### src/rtl/preload_loader.sv
// Fills a DEPTH-entry holding buffer from a valid/ready stream, then preloads it downstream with one out_wr strobe and drains it with DEPTH out_en shifts.
// Load happens the cycle after the buffer fills and the previous drain is done. A full buffer blocks in_ready until then.
module preload_loader #(
  parameter int DEPTH = 8,
  parameter int BITS  = 8
) (
  input  logic                        clk,
  input  logic                        rst_n,
  input  logic                        in_valid,
  output logic                        in_ready,
  input  logic [BITS-1:0]             in_data,
  input  logic                        advance,
  input  logic                        flush,
  output logic [DEPTH-1:0][BITS-1:0]  out_d,
  output logic                        out_wr,
  output logic                        out_en,
  output logic                        busy,
  output logic                        done
);

  localparam int              CW   = $clog2(DEPTH + 1);
  localparam logic [CW-1:0]   FULL = CW'(DEPTH);
  localparam logic [CW-1:0]   ONE  = CW'(1);

  logic [CW-1:0]              r_fill_cnt;
  logic [CW-1:0]              r_drain_cnt;
  logic [DEPTH-1:0][BITS-1:0] r_hold;
  logic                       r_done;

  logic w_accept;
  logic w_load;
  logic w_shift;
  logic w_last;

  assign in_ready = (r_fill_cnt < FULL) && !flush;
  assign w_accept = in_valid && in_ready;
  // Load only once the previous drain has fully finished, which gives the bubble on a coincident last shift.
  assign w_load   = (r_fill_cnt == FULL) && (r_drain_cnt == '0) && !flush;
  assign busy     = (r_drain_cnt != '0);
  assign w_shift  = busy && advance && !w_load && !flush;
  assign w_last   = w_shift && (r_drain_cnt == ONE);

  assign out_wr = w_load;
  assign out_en = w_shift;
  assign out_d  = r_hold;
  assign done   = r_done;

  always_ff @(posedge clk or negedge rst_n) begin
    if (!rst_n) begin
      r_fill_cnt <= '0;
    end else if (flush || w_load) begin
      r_fill_cnt <= '0;
    end else if (w_accept) begin
      r_fill_cnt <= r_fill_cnt + ONE;
    end
  end

  always_ff @(posedge clk or negedge rst_n) begin
    if (!rst_n) begin
      r_drain_cnt <= '0;
    end else if (flush) begin
      r_drain_cnt <= '0;
    end else if (w_load) begin
      r_drain_cnt <= FULL;
    end else if (w_shift) begin
      r_drain_cnt <= r_drain_cnt - ONE;
    end
  end

  always_ff @(posedge clk or negedge rst_n) begin
    if (!rst_n) begin
      r_hold <= '0;
    end else if (w_accept) begin
      for (int k = 0; k < DEPTH; k++) begin
        if (r_fill_cnt == CW'(k)) begin
          r_hold[k] <= in_data;
        end
      end
    end
  end

  always_ff @(posedge clk or negedge rst_n) begin
    if (!rst_n) begin
      r_done <= 1'b0;
    end else begin
      r_done <= w_last;
    end
  end

endmodule

### config.mk
export PLATFORM = sky130hd
export DESIGN_NAME = preload_loader
export DESIGN_NICKNAME = d
export VERILOG_FILES = /design/src/rtl/preload_loader.sv
export SDC_FILE = /design/constraint.sdc
export NUM_CORES = 1
export LEC_CHECK = 0
export CAP_MARGIN = 25
export CORE_MARGIN = 2
export CORE_UTILIZATION = 35
export CTS_CLUSTER_SIZE = 12
export DETAILED_ROUTE_END_ITERATION = 7
export HOLD_SLACK_MARGIN = 0.05
export SYNTH_ARGS = -nofsm -noshare
export SYNTH_HDL_FRONTEND = slang
export SYNTH_SLANG_ARGS = --single-unit
export TNS_END_PERCENT = 20
### constraint.sdc
create_clock -name clk -period 3.95 [get_ports clk]
set_input_delay 1.185 -clock clk [delete_from_list [all_inputs] [get_ports clk]]
set_output_delay 1.185 -clock clk [all_outputs]
set_load 0.005 [all_outputs]
* After elaboration in Yosys (flattened, before gate mapping)
Index checks and enable logic that the tools add are counted. Widths: inputs -> output; s select.
Operators by class: add/sub/neg operators 2, eq/ne operators 9, mux-type cells 5, magnitude comparators 1, reduce and logical (&&, ||, !) cells 24
Operators with widths (count):
- $mux 4 | 5
- $eq 4x3->1 const B | 4
- $reduce_and 2->1 | 8
- $eq 4x1->1 const B | 2
- $eq 4x2->1 const B | 2
- $logic_and 1x1->1 | 8
- $logic_not 4->1 | 2
- $add 4x1->4 const B | 1
- $eq 4x4->1 const B | 1
- $lt 4x4->1 const B | 1
- $reduce_bool 4->1 | 1
- $sub 4x1->4 const B | 1
- $reduce_bool 3->1 | 1
- $logic_not 1->1 | 2
- $reduce_bool 2->1 | 1
- $logic_or 1x1->1 | 1
Word-level totals: word-level logic and storage cells 52, input port bits 13, flip-flop bits (word level) 73

* Logic depth before layout (Yosys ltp)
depth in word-level cells 9, gate-level depth with buffers 6

* Worst setup path before layout
Ideal clock, no wire load.
path type reg2out, start point register r_drain_cnt[0], end point output port out_wr, required time 2765 ps, cell stages (with the launch flop) 7, slack 1137 ps, data arrival time 1628 ps, buffers on the path 1, cell sequence dfrtp_1 -> inv_1 -> ha_1 -> or3b_1 -> buf_6 -> or3_4 -> nor2_1
Between the ends: longest elaborated chain between the ends 3
Ends and longest elaborated chain:
- start: declaration | line 26 | logic [CW-1:0] r_drain_cnt;
- start signal: assignment | line 66 | r_drain_cnt <= r_drain_cnt - ONE;
- $logic_not 4->1 | line 38 | assign w_load = (r_fill_cnt == FULL) && (r_drain_cnt == '0) && !flush;
- $logic_and 1x1->1 (2 in series) | line 38
- end: declaration | line 15 | output logic out_wr,
No other way between the ends.

* Worst setup path after layout
Same ends and word-level chain as after synthesis.

==> parameters.txt <==
Parameter                              Value

Clock network
  Total clock sinks ... 73
  Post-cts gate resize count ... 0
  CTS tree ... yes
  Number of buffers inserted by hold repair at cts ... 0
  Clock tree root driver cell ... sky130_fd_sc_hd__clkbuf_8
  # H-tree levels ... 3
  Insertion delay to the later sink of the worst-skew pair ... 0.34 ns
  Clock transition at the registers of the reported paths ... 0.07 ns
  Clock Path Buffers ... 2
  Number of post-CTS setup repair buffers ... 0
  Number of buffers added by the clock tree synthesis step ... 9

Synth
  Net count after synthesis ... between 200 and 250
  Cell count after synthesis ... 199
  Share of flip-flops with an asynchronous set or reset ... 1.00
  Area share of fa/ha/maj cells after synthesis ... 0.0251
  Sequential fraction of the synthesis area ... 0.610
  Share of the synthesized netlist area taken by xor and xnor gates ... 0.00585
  Synth Area per Inst ... 15.0 um^2
  Dominant register cell in the synthesized netlist ... sky130_fd_sc_hd__dfrtp_1
  Compound-cell area share of the yosys netlist ... 0.0222
  Post-synthesis cell area ... between 2000 and 3000 um^2
  Portion of netlist area occupied by mux cells ... 0.247
  YS warnings ... 0
  Synthesized-area fraction occupied by and/or/nand/nor cells ... 0.0677
  Yosys cell types ... 32
  Synthesis-stage register bit count ... 73
  Largest family of logic cells by synthesized area ... multiplexers
  Count of flip-flops with a built-in enable after synthesis ... 0

STA
  Hold Worst Slack ... 0.486 ns
  Peak Freq ... 264 MHz
  Final total negative setup slack ... 0 ns
  Post-route fraction of the period consumed by the critical path ... 0.958
  Worst slew margin relative to its limit ... 0.642
  Setup repair after global routing missed its margin ... false
  Endpoints failing setup ... 0
  Hold Vio Cnt, Final ... 0
  Final max-slew violation count ... 0
  Clock tree skew after final layout ... 0.00790 ns
  Fin crit period ... 3.78 ns
  Min setup slack post-route ... 0.166 ns
  Transition time of the tightest slew-check pin ... 0.537 ns

Detailed routing
  Number of routed nets with antenna violations ... 0
  Drc violations ... 0
  Drt first-iter violations ... 53
  First-pass detailed-route iteration total ... 4
  Average routed wire per standard cell ... 16.4 um
  WL final ... 6520 um
  Drt via density ... 4.79
  Routed via count ... 1906

Critical path
  Worst setup slack for register-to-register paths ... around 2.1 ns
  CP top delay family ... simple AND/OR/NAND/NOR gates
  Worst Path Max Fanout ... 8
  Setup crit start kind ... register
  Required time reported for the critical path endpoint ... 2.76 ns
  Buffering stage count on the worst path with inverters included ... 2
  Critical path, cell by cell ... inv_1 > ha_1 > or3b_1 > or3_4 > nor2_1 > clkdlybuf4s50_1
  Sort of element at the end of the critical path ... output port
  Startpoint of the worst register-to-register path ... r_drain_cnt[0]
  Setup Crit Path Kind ... reg -> out
  Max stage delay on crit path ... 0.51 ns
  Worst-path cell with the longest stage delay ... sky130_fd_sc_hd__or3b_1
  Crit path DAT ... 2.60 ns
  Crit Reg-Reg Endpoint ... r_drain_cnt[1]
  Worst Reg2Reg Path Length in Cells ... 5

Place
  RePlAce Congestion ... roughly 0.8
  Worst slack at placement ... 0.255 ns
  Port Buffers ... 81
  Dpl hpwl ... 4500 um

Floorplan
  Row cnt ... 33
  Floorplan die area ... 9310 um^2
  I/O pins ... 82
  Horizontal die dimension ... between 90 and 100 um
  Core footprint ... 8260 um^2
  Initial Util ... 0.362
  Die height ... between 90 and 100 um

Worst hold path
  Sink of the worst hold path ... out_d[60]
  Path category of the worst min-delay check ... reg -> reg
  Hold Path Origin ... out_d[60]
  Worst hold path stage count ... 1

Pwr
  P per Cell Area ... 477 nW/um^2
  Largest vdd supply drop ... around 0.00016 V
  Leak ... 0.00192 uW

Final layout
  Most common cell after layout, fill and taps aside ... sky130_fd_sc_hd__clkdlybuf4s50_1
  Synth-to-Final Area Change ... 37.2%
  Leading cell types in the layout, fill and taps excluded ... 80 x sky130_fd_sc_hd__clkdlybuf4s50_1, 73 x sky130_fd_sc_hd__dfrtp_1, 61 x sky130_fd_sc_hd__mux2_1
  Fill count ... 764
  Layout cell share with drive strength beyond 1 ... 0.109
  Diodes inserted ... 0
  Nets@finish ... 309

Status
  Result of the run ... finished, final reports clean

Global route
  Number of global-route vias before repair ... 1863
  Global-route congestion overflow total ... 0
  First-pass GRT wire length ... 10200 um
  Number of antenna violations at the first check in global routing ... 0
  Maximum number of pins on one net before global-route repair ... between 70 and 80
  Global routing usage summed across all routing layers ... 0.155

Run
  Maxcap violations ... 0
==> power by group <==
group / internal [uW] / total (uW) / switching [uW] / leakage, uW
Sequential: 873 / 944 / 71.5 / 0.000968
Clock: 218 / 478 / 260 / 0.0000778
Combinational: 335 / 537 / 201 / 0.000876
==> synthesized netlist by cell type, types with 2 or more instances <==
cell type                 instances  share of area
sky130_fd_sc_hd__and3_1           3         0.0063
sky130_fd_sc_hd__buf_2            6          0.010
sky130_fd_sc_hd__mux2_2           3          0.011
sky130_fd_sc_hd__nor2_1           8          0.010
sky130_fd_sc_hd__nor2b_1          3         0.0063
sky130_fd_sc_hd__mux2_1          61           0.23
sky130_fd_sc_hd__mux2i_1          2         0.0067
sky130_fd_sc_hd__a21oi_1          4         0.0067
sky130_fd_sc_hd__nand2_1          4         0.0050
sky130_fd_sc_hd__nand3_2          3          0.010
sky130_fd_sc_hd__inv_1            4         0.0050
sky130_fd_sc_hd__ha_1             6          0.025
sky130_fd_sc_hd__dfrtp_1         73           0.61
==> worst register-to-register path: cells and delay by family, from the launching register on <==
family,cells,cell delay (ns)
buf+inv,1,0.10
flops,1,0.40
fa+ha+maj,1,0.22
simple gates,1,0.51
compound gates,2,0.50
==> state kept, by name (all words and copies together), names as in the netlist <==
name         count
done             1
out_d           64
r_drain_cnt      4
r_fill_cnt       4
==> per-layer routing <==
layer | part of all wire | GRT usage | vias to the layer above
met5 | 0 | 0 | -
met4 | 0.017 | 0.0810 | 0
met3 | 0.038 | 0.0334 | 7
met2 | 0.48 | 0.234 | 47
met1 | 0.47 | 0.210 | 966
li1 | - | - | 886
==> metrics by stage <==
step / std cells / total power [uW] / util / instance area [um^2]
after floorplan: 199 / 1190 / - / 2990
after global placement: 383 / 1490 / 0.476 / 3930
after detailed placement: 383 / 1500 / 0.476 / 3930
after CTS: 397 / 1990 / 0.494 / 4080
after global routing: 398 / 2090 / 0.497 / 4110
final: 398 / 1960 / 0.497 / 4110
==> cell type report <==
cell class | count | area (um^2) | area share
Clock buffer | 10 | 128 | 0.0311
Clock inverter | 4 | 22.5 | 0.00548
Inverter | 5 | 18.8 | 0.00457
Multi-Input combinational cell | 113 | 1100 | 0.268
Sequential cell | 73 | 1830 | 0.445
Tap cell | 105 | 131 | 0.0320
Timing Repair Buffer | 88 | 878 | 0.214
==> kinds of logic (layout without fill, tap and decap cells) <==
logic type | count (synthesis) | in the layout
flip-flops | 73 | 73
AO/OA/AOI/OAI | 8 | 8
multiplexers | 66 | 66
buffers and inverters | 13 | 107
AND/OR/NAND/NOR | 31 | 31
XOR/XNOR | 2 | 2
adder cells (fa/ha/maj) | 6 | 6
==> how the worst max path moves through the flow <==
stage,from,end,slack (ns),cells after the start
finish,r_drain_cnt[0],out_wr,0.17,6
global route,r_drain_cnt[0],out_wr,0.03,6
CTS,r_drain_cnt[0],out_wr,0.15,6
detailed placement,flush,out_en,0.25,4
global placement,flush,out_en,0.28,4
floorplan,r_drain_cnt[0],out_wr,1.14,6
(Power assumes the default switching activity.)
